## config.mk

```make
export PLATFORM = sky130hd
export DESIGN_NAME = add_serial_feeder
export DESIGN_NICKNAME = d
export VERILOG_FILES = /design/src/rtl/add_serial_pkg.sv /design/src/rtl/add_serial_feeder_fifo.sv /design/src/rtl/add_serial_feeder.sv
export SDC_FILE = /design/constraint.sdc
export NUM_CORES = 1
export LEC_CHECK = 0
export ABC_AREA = 0
export CORE_ASPECT_RATIO = 1.4
export CORE_MARGIN = 3
export CORE_UTILIZATION = 30
export DETAILED_ROUTE_END_ITERATION = 7
export GPL_ROUTABILITY_DRIVEN = 0
export HOLD_SLACK_MARGIN = 0.1
export PLACE_DENSITY_LB_ADDON = 0.05
export REMOVE_ABC_BUFFERS = 1
export SLEW_MARGIN = 20
export SYNTH_ARGS = -nofsm -noshare
export SYNTH_HDL_FRONTEND = slang
export SYNTH_SLANG_ARGS = --single-unit
```

## constraint.sdc

```tcl
create_clock -name clk -period 3.1 [get_ports clk]
set_input_delay 0.62 -clock clk [delete_from_list [all_inputs] [get_ports clk]]
set_output_delay 0.62 -clock clk [all_outputs]
set_load 0.01 [all_outputs]
```

## src/rtl/add_serial_pkg.sv

```systemverilog
// Shared types and constants for the serial-adder feeder.
package add_serial_pkg;

   localparam int DATA_W      = 8;
   localparam int ADD_LAT_DEF = 10;

   typedef enum logic [1:0] {
      S_IDLE  = 2'd0,
      S_START = 2'd1,
      S_WAIT  = 2'd2,
      S_GAP   = 2'd3
   } feeder_state_t;

endpackage

```

## src/rtl/add_serial_feeder_fifo.sv

```systemverilog
// Operand FIFO with registered full/empty flags; pointers carry one extra wrap bit.
module feeder_fifo #(
   parameter int DEPTH = 4,
   parameter int W     = 16
) (
   input  logic         clk,
   input  logic         rst,
   input  logic         push,
   input  logic [W-1:0] wdata,
   input  logic         pop,
   output logic [W-1:0] rdata,
   output logic         full,
   output logic         empty
);

   localparam int AW = $clog2(DEPTH);

   logic [W-1:0] mem [DEPTH];
   logic [AW:0]  wr_ptr;
   logic [AW:0]  rd_ptr;
   logic [AW:0]  wr_nxt;
   logic [AW:0]  rd_nxt;
   logic         do_push;
   logic         do_pop;

   assign do_push = push && !full;
   assign do_pop  = pop && !empty;
   assign wr_nxt  = wr_ptr + {{AW{1'b0}}, do_push};
   assign rd_nxt  = rd_ptr + {{AW{1'b0}}, do_pop};
   assign rdata   = mem[rd_ptr[AW-1:0]];

   always_ff @(posedge clk or posedge rst) begin
      if (rst) begin
         wr_ptr <= '0;
         rd_ptr <= '0;
         full   <= 1'b0;
         empty  <= 1'b1;
      end else begin
         wr_ptr <= wr_nxt;
         rd_ptr <= rd_nxt;
         // flags are computed from the next pointers so they are registered, not combinational
         full   <= (wr_nxt[AW] != rd_nxt[AW]) && (wr_nxt[AW-1:0] == rd_nxt[AW-1:0]);
         empty  <= (wr_nxt == rd_nxt);
      end
   end

   always_ff @(posedge clk) begin
      if (do_push) begin
         mem[wr_ptr[AW-1:0]] <= wdata;
      end
   end

endmodule

```

## src/rtl/add_serial_feeder.sv

```systemverilog
// Feeds operand pairs to one add_serial instance and collects sum/carry results.
//
//  state   | meaning
//  S_IDLE  | wait for a queued pair and a free result register, then pop
//  S_START | single-cycle add_en pulse, load latency counter
//  S_WAIT  | adder running; capture add_out when the counter reaches 0
//  S_GAP   | one add_en=0 cycle so the adder returns to idle
module add_serial_feeder
   import add_serial_pkg::*;
#(
   parameter int DEPTH   = 4,
   parameter int ADD_LAT = ADD_LAT_DEF
) (
   input  logic              clk,
   input  logic              rst,
   input  logic              in_valid,
   output logic              in_ready,
   input  logic [DATA_W-1:0] in_a,
   input  logic [DATA_W-1:0] in_b,
   output logic              add_en,
   output logic [DATA_W-1:0] add_a,
   output logic [DATA_W-1:0] add_b,
   input  logic [DATA_W-1:0] add_out,
   output logic              res_valid,
   input  logic              res_ready,
   output logic [DATA_W-1:0] res_sum,
   output logic              res_carry
);

   localparam int CW = $clog2(ADD_LAT + 1);

   feeder_state_t     state;
   feeder_state_t     state_nxt;
   logic [CW-1:0]     wait_cnt;
   logic [DATA_W-1:0] a_hold;
   logic [DATA_W-1:0] b_hold;
   logic [2*DATA_W-1:0] fifo_rdata;
   logic              fifo_full;
   logic              fifo_empty;
   logic              fifo_pop;
   logic              cnt_load;
   logic              capture;

   feeder_fifo #(
      .DEPTH (DEPTH),
      .W     (2 * DATA_W)
   ) u_fifo (
      .clk   (clk),
      .rst   (rst),
      .push  (in_valid),
      .wdata ({in_a, in_b}),
      .pop   (fifo_pop),
      .rdata (fifo_rdata),
      .full  (fifo_full),
      .empty (fifo_empty)
   );

   assign in_ready = !fifo_full;
   assign add_a    = a_hold;
   assign add_b    = b_hold;

   always_ff @(posedge clk or posedge rst) begin
      if (rst) begin
         state <= S_IDLE;
      end else begin
         state <= state_nxt;
      end
   end

   always_comb begin
      state_nxt = state;
      fifo_pop  = 1'b0;
      cnt_load  = 1'b0;
      capture   = 1'b0;
      add_en    = 1'b0;
      case (state)
         S_IDLE: begin
            if (!fifo_empty && (!res_valid || res_ready)) begin
               fifo_pop  = 1'b1;
               state_nxt = S_START;
            end
         end
         S_START: begin
            add_en    = 1'b1;
            cnt_load  = 1'b1;
            state_nxt = S_WAIT;
         end
         S_WAIT: begin
            if (wait_cnt == '0) begin
               capture   = 1'b1;
               state_nxt = S_GAP;
            end
         end
         S_GAP: begin
            state_nxt = S_IDLE;
         end
         default: begin
            state_nxt = S_IDLE;
         end
      endcase
   end

   always_ff @(posedge clk or posedge rst) begin
      if (rst) begin
         wait_cnt <= '0;
      end else if (cnt_load) begin
         wait_cnt <= CW'(ADD_LAT - 1);
      end else if (state == S_WAIT && wait_cnt != '0) begin
         wait_cnt <= wait_cnt - 1'b1;
      end
   end

   always_ff @(posedge clk or posedge rst) begin
      if (rst) begin
         a_hold <= '0;
         b_hold <= '0;
      end else if (fifo_pop) begin
         a_hold <= fifo_rdata[2*DATA_W-1:DATA_W];
         b_hold <= fifo_rdata[DATA_W-1:0];
      end
   end

   // a wrapped sum is smaller than either operand, which gives the carry without a 9-bit add
   always_ff @(posedge clk or posedge rst) begin
      if (rst) begin
         res_valid <= 1'b0;
         res_sum   <= '0;
         res_carry <= 1'b0;
      end else if (capture) begin
         res_valid <= 1'b1;
         res_sum   <= add_out;
         res_carry <= (add_out < a_hold);
      end else if (res_valid && res_ready) begin
         res_valid <= 1'b0;
      end
   end

endmodule

```

==> results of run 1 <==
[layout by cell type, fill, tap and decap left out, types with 2 or more instances in the layout]
cell type	netlist	routed
edfxtp_1	64	64
clkdlybuf4s50_1	0	55
dfrtp_1	39	39
ha_1	16	16
mux2_2	15	15
inv_1	15	14
nand2_1	13	13
mux4_1	13	13
o21ai_0	11	11
clkbuf_16	0	9
buf_4	1	9
nor2_1	8	8
xor2_1	4	4
xnor2_1	4	4
nand3_1	3	3
nor2b_1	3	3
mux4_2	3	3
mux2_4	3	3
a21oi_1	3	3
nand2b_1	2	2
clkinv_1	0	2
clkinv_4	0	2
clkinvlp_4	0	2
bufinv_16	0	2
[where the power goes]
group | switching (mW) | internal (mW) | total (mW)
Combinational | 0.753 | 0.971 | 1.72
Clock | 0.496 | 0.707 | 1.20
Sequential | 0.234 | 1.91 | 2.15
Total | 1.48 | 3.59 | 5.07
[routing by layer]
metal,global-route usage [%],routed length [µm]
met5,0,0
met3,2.786,307
met4,4.277,121
met1,13.70,3428
met2,18.56,4109
[worst max path at each step]
stage / slack, ns / startpoint / endpoint / cells past startpoint
global placement: 0.71 / res_ready / u_fifo.empty$_DFF_PP1_ / 8
global route: 0.73 / state[1]$_DFFE_PP0P_ / add_en / 3
finish: 0.86 / state[1]$_DFFE_PP0P_ / add_en / 3
CTS: 0.81 / state[1]$_DFFE_PP0P_ / add_en / 3
detailed placement: 0.68 / res_ready / u_fifo.empty$_DFF_PP1_ / 8
floorplan: 0.57 / in_valid / u_fifo.mem[0][0]$_DFFE_PP_ / 2
[sequential cells by signal (all words and copies together) (netlist names)]
name and count:
add_a 8, res_sum 8, res_valid 1, wait_cnt 4
u_fifo.mem 64, res_carry 1, u_fifo.empty 1, u_fifo.full 1
u_fifo.wr_ptr 3, u_fifo.rd_ptr 3, state 2, add_b 8
[cell families after synthesis]
kind of cell / synth area share [%]
multiplexers: 14.77
buffers and inverters: 2.698
XOR/XNOR: 1.661
flip-flops: 69.31
AND/OR/NAND/NOR: 4.359
adder cells (fa/ha/maj): 4.745
AO/OA/AOI/OAI: 2.461
[area by class of cell]
| class | instances | area [µm²] | share of cell area [%] |
|---|---|---|---|
| flip-flops and latches | 104 | 2924 | 54.76 |
| inverters | 15 | 56.30 | 1.054 |
| multi-input cells | 112 | 1192 | 22.33 |
| repair buffers | 64 | 618.1 | 11.57 |
| well taps | 182 | 227.7 | 4.264 |
| clock buffers | 9 | 225.2 | 4.217 |
| clock inverters | 7 | 96.34 | 1.804 |
==> impl_metrics.yaml, run 1 <==
global_routing:
  grt_pass1_wl_um: 12910
  grt_antenna_before_repair: 0
  grt-ovfl-total: 0
  grtUsageTotal_pct: 11.08
  grt_pass1_vias: 2343
  grt_start_max_net_pins: 24
synthesis:
  synth_top_area_share_pct: 45.55
  yosysTopAreaCell: "edfxtp_1"
  ys_ff_latch: 104
  yosysWarnings: 0
  synthArstFlopShare_pct: 38.46
  synth_area_mm2: 0.004219
  yosysMostFrequentCell: "edfxtp_1"
  synth_edf_count: 64
  synthDistinctLibCells: 33
  ys_seq_area_share_pct: 69.31
  synth_flop_cell: "edfxtp_1"
  synth_cells: 238
  avgSynthCellArea_um2: 17.73
  synth_common_cells: "edfxtp_1, dfrtp_1, ha_1"
  yosys-top-cells-area: "edfxtp_1, dfrtp_1, mux4_1"
sta:
  drv_slew: 0
  finalSetupTns_ns: 0
  finalSetupViolations: 0
  fmax_mhz: 446.1
  period_minus_slack_ns: 2.242
  slew_headroom_pct: 47.77
  skew_ns: 0.008578
  fin_ws_ns: 0.8584
  hold_violations: 0
  worst_pin_slew_ns: 0.7834
  fin_hold_ws_ns: 0.4717
  rsz0062_at_grt: "no"
  min_period_over_period_pct: 72.31
worst_setup_path:
  startpoint_type: "flip-flop"
  reg2reg_slack_ns: 1.27
  crit_buf_inv: 2
  cpPeakStageDelay_ns: 0.56
  reg2reg_to: "u_fifo.empty$_DFF_PP1_"
  cp_max_fo: 5
  crit_arrival_ns: 1.62
  worstPathRequired_ns: 2.48
  cp_cell_sequence: "inv_1 > ha_1 > clkdlybuf4s50_1"
  end_kind: "output port"
  critPathTopFamily: "buffers and inverters"
  reg2reg_from: "state[0]$_DFFE_PP0P_"
  rr_worst_depth: 8
  path_class: "reg2out"
  cp_slowest_cell: "clkdlybuf4s50_1"
pwr:
  p_leak_nw: 2.018
  power_density_mw_per_mm2: 950.2
  irDropWorstVdd_v: 0.0003832
  finalPower_mw: 5.074
final_layout:
  layout.nets: 350
  num_antenna_cells: 0
  n_fill_cell: 1319
  instances_no_fill: 493
  postLayoutCellArea_mm2: 0.005340
  area_growth_pct: 26.57
  utilization_pct: 39.34
  drive_above_1_share_pct: 15.76
die:
  core_mm2: 0.01358
  die_w_um: 106.2
  rows: 50
  dieArea_mm2: 0.01554
  die_h_um: 146.3
  io-pin-count: 56
  initial_core_util_pct: 31.08
status:
  run_status: "finished clean"
route:
  drc: 0
  wl_per_cell_um: 16.16
  routed_wl_um: 7965
  drt_iter0_markers: 114
  dr.pass1.iters: 4
  viasPerCell: 4.434
  antenna_left: 0
  vias: 2186
place:
  post-place-ws_ns: 0.6813
  place_area_mm2: 0.005019
  dp.cells: 477
  hpwl_um: 5226
  io_buffer_count: 55
clock_tree:
  cts_resized: 0
  htree_levels: 3
  cts_sinks: 104
  hold_buffers: 0
  postCtsSetupBuffers: 0
  cts_tree: "built"
  clk-insertion-delay-late_ns: 0.34
  cts_buffer_depth: 2
  numCtsBuffers: 9
  cts_root_buf: "clkbuf_16"
  path_clk_slew_ns: 0.07
min_path:
  whs_path_depth: 1
  hold_end: "u_fifo.wr_ptr[2]$_DFF_PP0_"
  hp-class: "reg2reg"
  hold_start: "u_fifo.wr_ptr[2]$_DFF_PP0_"
run:
  maxCapViolations: 0
Note: power is estimated with default switching activity, not from simulation.
==> inputs of run 2 (changes only) <==
==> constraint.sdc (replaced) <==
create_clock -name clk -period 1.87 [get_ports clk]
set_input_delay 0.374 -clock clk [delete_from_list [all_inputs] [get_ports clk]]
set_output_delay 0.374 -clock clk [all_outputs]
set_load 0.01 [all_outputs]
==> impl_metrics.yaml, run 2 (synthesis gave the netlist of run 1 again) <==
status:
  run_status: "finished clean"
sta:
  fmax_mhz: 557.8
  drv_slew: 0
  period_minus_slack_ns: 1.793
  slew_headroom_pct: 75.46
  fin_hold_ws_ns: 0.3624
  finalSetupTns_ns: 0
  finalSetupViolations: 0
  hold_violations: 0
  skew_ns: 0.006419
  rsz0062_at_grt: "yes"
  worst_pin_slew_ns: 0.3672
  min_period_over_period_pct: 95.88
global_routing:
  grtUsageTotal_pct: 11.05
  grt_pass1_vias: 2348
  grt_pass1_wl_um: 12880
  grt_start_max_net_pins: 25
  met3_usage_pct: 2.963
  met1_usage_pct: 13.23
  busiest_layer: "met2"
  grt-ovfl-total: 0
  grt_antenna_before_repair: 0
  met2_usage_pct: 18.94
route:
  antenna_left: 0
  drt_iter0_markers: 60
  wl_per_cell_um: 15.80
  dr.pass1.iters: 4
  drc: 0
  routed_wl_um: 8024
  viasPerCell: 4.317
  vias: 2193
final_layout:
  multi_input_area_mm2: 0.001206
  final_cell_mix: "edfxtp_1, clkdlybuf4s50_1, dfrtp_1, buf_4, mux2_2"
  area_growth_pct: 29.89
  largest_reg_flops: 64
  utilization_pct: 40.37
  drive_above_1_share_pct: 20.25
  layout.nets: 365
  postLayoutCellArea_mm2: 0.005480
  register_area_mm2: 0.002924
  final_common_cell: "edfxtp_1"
  instances_no_fill: 508
  num_antenna_cells: 0
  n_fill_cell: 1285
die:
  die_w_um: 106.2
  rows: 50
  die_h_um: 146.3
  core_mm2: 0.01358
  io-pin-count: 56
  initial_core_util_pct: 31.08
  dieArea_mm2: 0.01554
place:
  hpwl_um: 5638
  io_buffer_count: 55
  dp.cells: 492
  place_area_mm2: 0.005156
pwr:
  p_seq_share_pct: 40.2
  netSwitchingFraction_pct: 28.84
  irDropWorstVdd_v: 0.0006194
  internal-power_mw: 6.129
  p_clk_share_pct: 22.6
  power_density_mw_per_mm2: 1572
  comb_power_share_pct: 37.1
  p_sw_mw: 2.484
  p_leak_nw: 2.107
worst_setup_path:
  crit_arrival_ns: 2.07
  cp_max_fo: 2
  worstPathRequired_ns: 2.15
  path_class: "in2reg"
  startpoint_type: "input port"
  end_kind: "flip-flop"
clock_tree:
  cts_root_buf: "clkbuf_16"
  htree_levels: 3
  postCtsSetupBuffers: 0
  path_clk_slew_ns: 0.07
  cts_sinks: 104
  clk-insertion-delay-late_ns: 0.34
  hold_buffers: 0
  numCtsBuffers: 9
  cts_buffer_depth: 2
  cts_tree: "built"
run:
  maxCapViolations: 0
min_path:
  hp-class: "in2async"
run 2: stage by stage:
stage / setup WS (ns) / power (mW)
2_1_floorplan: -0.5837 / 5.285
3_3_place_gp: -0.2798 / 6.787
3_5_place_dp: -0.3014 / 6.796
4_1_cts: 0.01868 / 8.778
5_1_grt: -0.06464 / 9.232
6_report: 0.07710 / 8.613
run 2: area by class of cell:
class                           instances  area share (%)
Tap cell                              182           4.155
Inverter                               15           1.027
Multi-Input combinational cell        112           22.01
Timing Repair Buffer                   79           13.77
Sequential cell                       104           53.36
Clock inverter                          2          0.6849
Clock buffer                           14           5.000
run 2: worst paths after layout:
check | cells past startpoint | to | start | slack, ns
min in group clk | 1 | res_sum[3]$_DFFE_PP0P_ | res_sum[3]$_DFFE_PP0P_ | 0.50
max reg2reg | 8 | u_fifo.empty$_DFF_PP1_ | state[0]$_DFFE_PP0P_ | 0.09
max | 8 | u_fifo.empty$_DFF_PP1_ | res_ready | 0.08
max in group asynchronous | 3 | add_a[2]$_DFFE_PP0N_ | rst | 1.22
min | 3 | u_fifo.full$_DFF_PP0_ | rst | 0.36
min reg2reg | 1 | res_sum[3]$_DFFE_PP0P_ | res_sum[3]$_DFFE_PP0P_ | 0.50
run 2: power groups by stage:
stage / Sequential, mW / Clock [mW] / Combinational, mW
CTS: 3.48 / 2.02 / 3.28
detailed placement: 3.52 / 0 / 3.27
global placement: 3.52 / 0 / 3.27
finish: 3.47 / 1.95 / 3.20
floorplan: 3.68 / 0 / 1.60
global route: 3.55 / 2.13 / 3.55
run 2: critical path: stages:
cell	delay [ns]
clkdlybuf4s50_1	0.42
nor2b_1	0.27
nor3b_4	0.08
ha_1	0.18
ha_1	0.21
xnor2_2	0.20
xor2_1	0.18
nor2b_1	0.15
run 2: repair_timing:
item / in CTS / in global routing
pin swaps: 0 / 0
setup endpoints to repair: 1 / 4
resized for setup: 2 / 3
endpoints found under the hold margin: 0 / 0
run 2: routing by layer:
metal,part of all wire (%),routed length (µm),vias up
met5,0,0,-
met4,1.2,93,0
met3,3.8,307,5
met2,53,4217,53
met1,42,3405,1073
li1,-,-,1062
